## config.mk

```make
export PLATFORM = sky130hd
export DESIGN_NAME = if_fetch_stage
export DESIGN_NICKNAME = d
export VERILOG_FILES = /design/src/rtl/mips_pkg.sv /design/src/rtl/next_pc_sel.sv /design/src/rtl/if_fetch_stage.sv
export SDC_FILE = /design/constraint.sdc
export NUM_CORES = 1
export LEC_CHECK = 0
export ABC_AREA = 0
export CORE_MARGIN = 8
export CORE_UTILIZATION = 45
export DETAILED_ROUTE_END_ITERATION = 10
export GPL_ROUTABILITY_DRIVEN = 0
export PLACE_DENSITY = 0.8
export SETUP_SLACK_MARGIN = 0.4
export SYNTH_ARGS = -nofsm -noshare
export SYNTH_HDL_FRONTEND = slang
export SYNTH_SLANG_ARGS = --single-unit
```

## constraint.sdc

```tcl
create_clock -name clk -period 2.91 [get_ports clk]
set_clock_uncertainty 0.15 [all_clocks]
set_input_delay 0.4365 -clock clk [delete_from_list [all_inputs] [get_ports clk]]
set_output_delay 0.4365 -clock clk [all_outputs]
set_load 0.02 [all_outputs]
```

## src/rtl/mips_pkg.sv

```systemverilog
// Shared MIPS pipeline types and constants.
// Used by the fetch stage and its next-PC helper.
package mips_pkg;

  localparam logic [31:0] RESET_VECTOR = 32'h0;
  localparam logic [31:0] NOP_INSTR    = 32'h0;
  localparam logic [31:0] PC_INC       = 32'd4;

  typedef enum logic {
    FETCH = 1'b0,
    HOLD  = 1'b1
  } fetch_state_e;

  typedef struct packed {
    logic [31:0] instr;
    logic [31:0] pc4;
  } fetch_pkt_t;

endpackage

```

## src/rtl/next_pc_sel.sv

```systemverilog
// Next-PC mux and sequential adder.
// Kept separate so decode can reuse the target selection.
module next_pc_sel
  import mips_pkg::*;
(
  input  logic [31:0] pc_i,
  input  logic        redirect_i,
  input  logic [31:0] redirect_pc_i,
  output logic [31:0] pc4_o,
  output logic [31:0] new_pc_o
);

  // Sequential PC wraps naturally at 32 bits.
  assign pc4_o    = pc_i + PC_INC;
  assign new_pc_o = redirect_i ? redirect_pc_i : pc4_o;

endmodule

```

## src/rtl/if_fetch_stage.sv

```systemverilog
// Instruction fetch: memory handshake, skid buffer, IF/ID register.
// Optional IF_DELAY_SLOT_EN keeps the branch delay slot on redirect.
module if_fetch_stage #(
  parameter logic [31:0] RESET_VECTOR = mips_pkg::RESET_VECTOR,
  parameter logic [31:0] NOP_INSTR    = mips_pkg::NOP_INSTR
) (
  input  logic        clk,
  input  logic        rst_n,
  input  logic [31:0] pc,
  output logic [31:0] new_pc,
  output logic        PCwrite,
  output logic [31:0] imem_addr,
  output logic        imem_req,
  input  logic        imem_ready,
  input  logic [31:0] imem_rdata,
  input  logic        stall,
  input  logic        redirect,
  input  logic [31:0] redirect_pc,
  output logic [31:0] if_id_instr,
  output logic [31:0] if_id_pc4,
  output logic        if_id_valid
);

  import mips_pkg::*;

  fetch_state_e state_q, state_d;
  fetch_pkt_t   skid_q, skid_d;
  logic         skid_vld_q, skid_vld_d;
  fetch_pkt_t   ifid_q, ifid_d;
  logic         ifid_vld_q, ifid_vld_d;
  logic [31:0]  pc4;
  fetch_pkt_t   fetched;

  next_pc_sel u_next_pc_sel (
    .pc_i          (pc),
    .redirect_i    (redirect),
    .redirect_pc_i (redirect_pc),
    .pc4_o         (pc4),
    .new_pc_o      (new_pc)
  );

  assign imem_addr = pc;
  assign fetched   = '{instr: imem_rdata, pc4: pc4};

  // Next-state, skid and IF/ID update; outputs idle while in reset.
  always_comb begin
    state_d    = state_q;
    skid_d     = skid_q;
    skid_vld_d = skid_vld_q;
    ifid_d     = ifid_q;
    ifid_vld_d = ifid_vld_q;
    PCwrite    = 1'b0;
    imem_req   = 1'b0;
    if (rst_n) begin
      unique case (state_q)
        FETCH: begin
          imem_req = 1'b1;
          if (redirect) begin
            PCwrite = 1'b1;
`ifdef IF_DELAY_SLOT_EN
            if (imem_ready) begin
              ifid_d     = fetched;
              ifid_vld_d = 1'b1;
            end else begin
              ifid_vld_d = 1'b0;
            end
`else
            ifid_vld_d = 1'b0;
`endif
          end else if (stall) begin
            if (imem_ready) begin
              skid_d     = fetched;
              skid_vld_d = 1'b1;
              state_d    = HOLD;
            end
          end else if (imem_ready) begin
            PCwrite    = 1'b1;
            ifid_d     = fetched;
            ifid_vld_d = 1'b1;
          end else begin
            ifid_vld_d = 1'b0;
          end
        end
        HOLD: begin
          if (redirect) begin
            PCwrite    = 1'b1;
            skid_vld_d = 1'b0;
            state_d    = FETCH;
`ifdef IF_DELAY_SLOT_EN
            ifid_d     = skid_q;
            ifid_vld_d = 1'b1;
`else
            ifid_vld_d = 1'b0;
`endif
          end else if (!stall) begin
            PCwrite    = 1'b1;
            ifid_d     = skid_q;
            ifid_vld_d = 1'b1;
            skid_vld_d = 1'b0;
            state_d    = FETCH;
          end
        end
        default: state_d = FETCH;
      endcase
    end
  end

  // State, skid buffer and IF/ID registers with synchronous reset.
  always_ff @(posedge clk) begin
    if (!rst_n) begin
      state_q    <= FETCH;
      skid_q     <= '{instr: NOP_INSTR, pc4: RESET_VECTOR};
      skid_vld_q <= 1'b0;
      ifid_q     <= '{instr: NOP_INSTR, pc4: RESET_VECTOR};
      ifid_vld_q <= 1'b0;
    end else begin
      state_q    <= state_d;
      skid_q     <= skid_d;
      skid_vld_q <= skid_vld_d;
      ifid_q     <= ifid_d;
      ifid_vld_q <= ifid_vld_d;
    end
  end

  assign if_id_valid = ifid_vld_q;
  assign if_id_pc4   = ifid_q.pc4;
  assign if_id_instr = ifid_vld_q ? ifid_q.instr : NOP_INSTR;

endmodule

```

==> impl_results.html <==
<table>
<tr><th>Metric</th><th>Value</th></tr>
<tr><th colspan="2">STA</th></tr>
<tr><td>Number of pins exceeding their max-slew limit in the final report</td><td>0</td></tr>
<tr><td>Finish-stage setup viols</td><td>0</td></tr>
<tr><td>Relative max-transition margin</td><td>between 50% and 60%</td></tr>
<tr><td>Setup repair after global routing missed its margin</td><td>true</td></tr>
<tr><td>Total count of hold-check failures in the final report</td><td>0</td></tr>
<tr><td>Top achievable clock speed</td><td>about 400 MHz</td></tr>
<tr><td>Final critical-path share of the clock period</td><td>84.9%</td></tr>
<tr><td>Min cycle time layout</td><td>about 2500 ps</td></tr>
<tr><td>Actual slew at the worst max-slew pin</td><td>about 640 ps</td></tr>
<tr><th colspan="2">Pwr</th></tr>
<tr><td>Combinational Power Share</td><td>~17%</td></tr>
<tr><td>Fraction of power spent switching nets</td><td>between 20 and 25%</td></tr>
<tr><td>Areal power density over the cells</td><td>~500 nW/um2</td></tr>
<tr><td>Relative contribution of sequential cells to total power</td><td>between 30 and 40%</td></tr>
<tr><td>P_sw</td><td>between 0.001 and 0.0015 W</td></tr>
<tr><td>Leakage dissipation</td><td>3.99 nW</td></tr>
<tr><td>Design internal power</td><td>about 0.0038 W</td></tr>
<tr><td>Clock power frac</td><td>roughly 45%</td></tr>
<tr><td>Worst vdd rail ir drop</td><td>around 440 uV</td></tr>
<tr><th colspan="2">Worst setup path</th></tr>
<tr><td>Worst setup EP type</td><td>output port</td></tr>
<tr><td>Highest net fanout along the worst path</td><td>7</td></tr>
<tr><td>Kind of cell adding the most delay to the critical path</td><td>simple AND/OR/NAND/NOR gates</td></tr>
<tr><td>Critical path required time</td><td>between 2000 and 2500 ps</td></tr>
<tr><td>Startpoint type of the worst setup path</td><td>input pin</td></tr>
<tr><td>Critical path, cell by cell</td><td>buf_2 &gt; nand4_4 &gt; nor2_4 &gt; a31oi_4 &gt; or2_1 &gt; mux2_4 &gt; buf_6</td></tr>
<tr><td>Crit path largest cell delay</td><td>290 ps</td></tr>
<tr><td>CP arrival</td><td>1890 ps</td></tr>
<tr><td>CP Buf/Inv Count</td><td>2</td></tr>
<tr><td>Path type of the worst setup path</td><td>input pin to output port</td></tr>
<tr><td>Slowest cell on the critical path</td><td>sky130_fd_sc_hd__nor2_4</td></tr>
<tr><th colspan="2">Routing</th></tr>
<tr><td>Count of TritonRoute iterations in the first routing pass</td><td>5</td></tr>
<tr><td>Number of vias per cell</td><td>5.30</td></tr>
<tr><td>Detailed Route WL</td><td>21800 um</td></tr>
<tr><td>Number of routed nets with antenna violations</td><td>0</td></tr>
<tr><td>Via count of the routed design</td><td>around 6600</td></tr>
<tr><td>DRC errors left</td><td>0</td></tr>
<tr><td>Detail-routed net length per standard cell</td><td>between 15 and 20 um</td></tr>
<tr><td>Violation count after the first detailed-routing iteration</td><td>roughly 400</td></tr>
<tr><th colspan="2">GRT</th></tr>
<tr><td>Number of global-route vias before repair</td><td>~6600</td></tr>
<tr><td>Antenna violations before repair</td><td>0</td></tr>
<tr><td>First-pass GRT wire length</td><td>roughly 34000 um</td></tr>
<tr><td>GRT Residual Overflow</td><td>0</td></tr>
<tr><td>Tot GR Track Use</td><td>21.8%</td></tr>
<tr><td>Maximum number of pins on one net before global-route repair</td><td>58</td></tr>
<tr><th colspan="2">Die</th></tr>
<tr><td>Core area</td><td>14600 um2</td></tr>
<tr><td>I/O pin count</td><td>between 200 and 250</td></tr>
<tr><td>Die boundary height</td><td>138 um</td></tr>
<tr><td>Standard-cell row count</td><td>44</td></tr>
<tr><td>Initial cell density of the core</td><td>a little under half</td></tr>
<tr><td>Die area</td><td>19100 um2</td></tr>
<tr><td>Die Span X</td><td>138 um</td></tr>
<tr><th colspan="2">Clock network</th></tr>
<tr><td>Clock tree from TritonCTS</td><td>yes</td></tr>
<tr><td>Number of CTS-inserted buffers</td><td>17</td></tr>
<tr><td>Buffer type at the clock tree root</td><td>sky130_fd_sc_hd__clkbuf_16</td></tr>
<tr><td>Number of H-tree branching levels</td><td>4</td></tr>
<tr><td>Buffer depth of the longest clock path</td><td>2</td></tr>
<tr><td>Clock transition at path regs</td><td>around 50 ps</td></tr>
<tr><td>Number of hold buffers added after cts</td><td>0</td></tr>
<tr><td>Clock Sink Count</td><td>130</td></tr>
<tr><td>Clock network latency to the later pin of the worst-skew pair</td><td>approximately 410 ps</td></tr>
<tr><th colspan="2">Synthesis</th></tr>
<tr><td>Async set or reset register ratio after synthesis</td><td>0%</td></tr>
<tr><td>Post-Synthesis Cells</td><td>approximately 820</td></tr>
<tr><td>YS warnings</td><td>0</td></tr>
<tr><td>Seq/Total Area, Yosys</td><td>between 30% and 40%</td></tr>
<tr><td>Count of cell types in the netlist</td><td>45</td></tr>
<tr><td>Number of nets produced by synthesis</td><td>roughly 900</td></tr>
<tr><td>Top flip-flop cell by instance count after synthesis</td><td>sky130_fd_sc_hd__dfxtp_1</td></tr>
<tr><td>Number of flops mapped to enable cells by yosys</td><td>0</td></tr>
<tr><td>Synthesized area divided by synthesized cell count</td><td>roughly 8.2 um2</td></tr>
<tr><td>Post-Syn Area</td><td>6720 um2</td></tr>
<tr><td>Flops &amp; latches, synth</td><td>130</td></tr>
<tr><th colspan="2">Placed design</th></tr>
<tr><td># placed instances</td><td>approximately 1200</td></tr>
<tr><td>Post-DP HPWL</td><td>~15000 um</td></tr>
<tr><td>Port bufs</td><td>roughly 230</td></tr>
<tr><td>Post-Place Cell Area</td><td>roughly 9000 um2</td></tr>
<tr><th colspan="2">Finish</th></tr>
<tr><td>Post-route cell area</td><td>10100 um2</td></tr>
<tr><td>Number of non-filler instances in the completed layout</td><td>about 1200</td></tr>
<tr><td>Area growth from synthesis to layout</td><td>49.9%</td></tr>
<tr><td>Layout cells sized above 1</td><td>21.0%</td></tr>
<tr><td>Number of antenna cells inserted</td><td>0</td></tr>
<tr><td>Final #Nets</td><td>1149</td></tr>
<tr><th colspan="2">Run</th></tr>
<tr><td>Max Cap Viol</td><td>0</td></tr>
<tr><th colspan="2">Hold path</th></tr>
<tr><td>Path category of the worst min-delay check</td><td>input pin to flip-flop</td></tr>
<tr><th colspan="2">Run status</th></tr>
<tr><td>Run status</td><td>finished, final reports clean</td></tr>
</table>
-- tightest hold or removal path, stage by stage --
cell and delay (ps):
sky130_fd_sc_hd__buf_6 90, sky130_fd_sc_hd__ha_4 140, sky130_fd_sc_hd__nand2_1 50, sky130_fd_sc_hd__a21oi_1 110
-- final timing paths --
kind                                    from           end  slack [ps]  depth (start not counted)
worst min register to register  if_id_pc4[4]  if_id_pc4[4]         300                          2
worst min-delay path                   pc[3]     skid_q[3]         300                          4
worst max-delay path                   pc[6]    new_pc[22]         440                          7
worst max register to register       state_q    skid_q[45]         890                          5
-- stage by stage --
step / setup WS, ps / TNS (ps) / total power (W) / hold slack (ps) / util (%)
after floorplan: 667 / 0 / 0.00238 / 282 / -
after global placement: -449 / -6920 / 0.00279 / 290 / 62.8
after detailed placement: -450 / -7720 / 0.00280 / 294 / 62.8
after CTS: 387 / 0 / 0.00507 / 287 / 68.6
after global routing: 382 / 0 / 0.00526 / 287 / 69.1
final: 438 / 0 / 0.00505 / 299 / 69.1
-- sequential cells by signal, summed over array words and instances, names as in the netlist --
| signal | count |
|---|---|
| if_id_pc4 | 32 |
| if_id_valid | 1 |
| ifid_q | 32 |
| skid_q | 64 |
| state_q | 1 |
-- layout by cell type, fill, tap and decap left out, types with 11 or more instances in the layout --
master | netlist | final
sky130_fd_sc_hd__nand2_1 | 102 | 101
sky130_fd_sc_hd__o21ai_0 | 24 | 24
sky130_fd_sc_hd__clkbuf_16 | 0 | 18
sky130_fd_sc_hd__mux2i_1 | 56 | 56
sky130_fd_sc_hd__a211oi_1 | 40 | 40
sky130_fd_sc_hd__o22ai_1 | 13 | 13
sky130_fd_sc_hd__mux2_2 | 13 | 12
sky130_fd_sc_hd__buf_6 | 0 | 15
sky130_fd_sc_hd__nand3_1 | 18 | 17
sky130_fd_sc_hd__and2_1 | 34 | 33
sky130_fd_sc_hd__buf_2 | 24 | 16
sky130_fd_sc_hd__a21oi_1 | 70 | 70
sky130_fd_sc_hd__inv_1 | 26 | 24
sky130_fd_sc_hd__dfxtp_1 | 130 | 129
sky130_fd_sc_hd__and3_1 | 19 | 16
sky130_fd_sc_hd__clkdlybuf4s50_1 | 0 | 174
sky130_fd_sc_hd__xor2_1 | 21 | 11
sky130_fd_sc_hd__buf_4 | 65 | 96
sky130_fd_sc_hd__nor2_1 | 67 | 66
-- power by group through the flow --
stage / registers [W] / logic, W / clock network (W)
floorplan: 0.00193 / 0.000453 / 0
global placement: 0.00193 / 0.000855 / 0
detailed placement: 0.00193 / 0.000866 / 0
CTS: 0.00190 / 0.000867 / 0.00230
global route: 0.00191 / 0.000939 / 0.00241
finish: 0.00190 / 0.000877 / 0.00227
-- per-layer routing --
layer	track usage, %	up-vias	share of wire, %
met5	0	-	0
met4	8.18	0	2.4
met3	7.60	35	7.0
met2	37.2	247	50
met1	24.6	3132	40
li1	-	3175	-
-- Yosys cell counts (10+ instances only) --
master,instances,area (um2)
sky130_fd_sc_hd__dfxtp_1,130,2600
sky130_fd_sc_hd__nand2_1,102,383
sky130_fd_sc_hd__a21oi_1,70,350
sky130_fd_sc_hd__nor2_1,67,251
sky130_fd_sc_hd__buf_4,65,488
sky130_fd_sc_hd__mux2i_1,56,561
sky130_fd_sc_hd__a211oi_1,40,300
sky130_fd_sc_hd__and2_1,34,213
sky130_fd_sc_hd__clkbuf_1,28,105
sky130_fd_sc_hd__inv_1,26,97.6
sky130_fd_sc_hd__buf_2,24,120
sky130_fd_sc_hd__o21ai_0,24,120
sky130_fd_sc_hd__xor2_1,21,184
sky130_fd_sc_hd__and3_1,19,119
sky130_fd_sc_hd__nand3_1,18,90.1
sky130_fd_sc_hd__mux2_2,13,146
sky130_fd_sc_hd__o22ai_1,13,81.3
sky130_fd_sc_hd__nor3_1,12,60.1
sky130_fd_sc_hd__nand4_1,10,62.6
-- area by class of cell --
type	count	area, um2
sequential	130	2610
multi-input combinational	539	3490
fill	1109	4510
timing repair buffer	333	3020
clock inverter	9	150
inverter	26	98.8
clock buffer	23	489
tap	184	230
-- kinds of logic after synthesis --
family / Yosys count / share of synthesized area, %
buffers and inverters: 150 / 12.4
DFF: 130 / 38.7
AOI/OAI and AO/OA: 161 / 14.2
adders and majority gates: 1 / 0.186
xor gates and xnor gates: 27 / 3.52
muxes: 69 / 10.5
and+or+nand+nor: 281 / 20.5
-- timing repair --
action	in CTS	in global routing
pin swaps	19	28
resized for setup	179	40
cloned	0	1
buffers inserted	13	7
setup endpoints to repair	30	43
No activity file was read; power rests on OpenSTA's default activity.
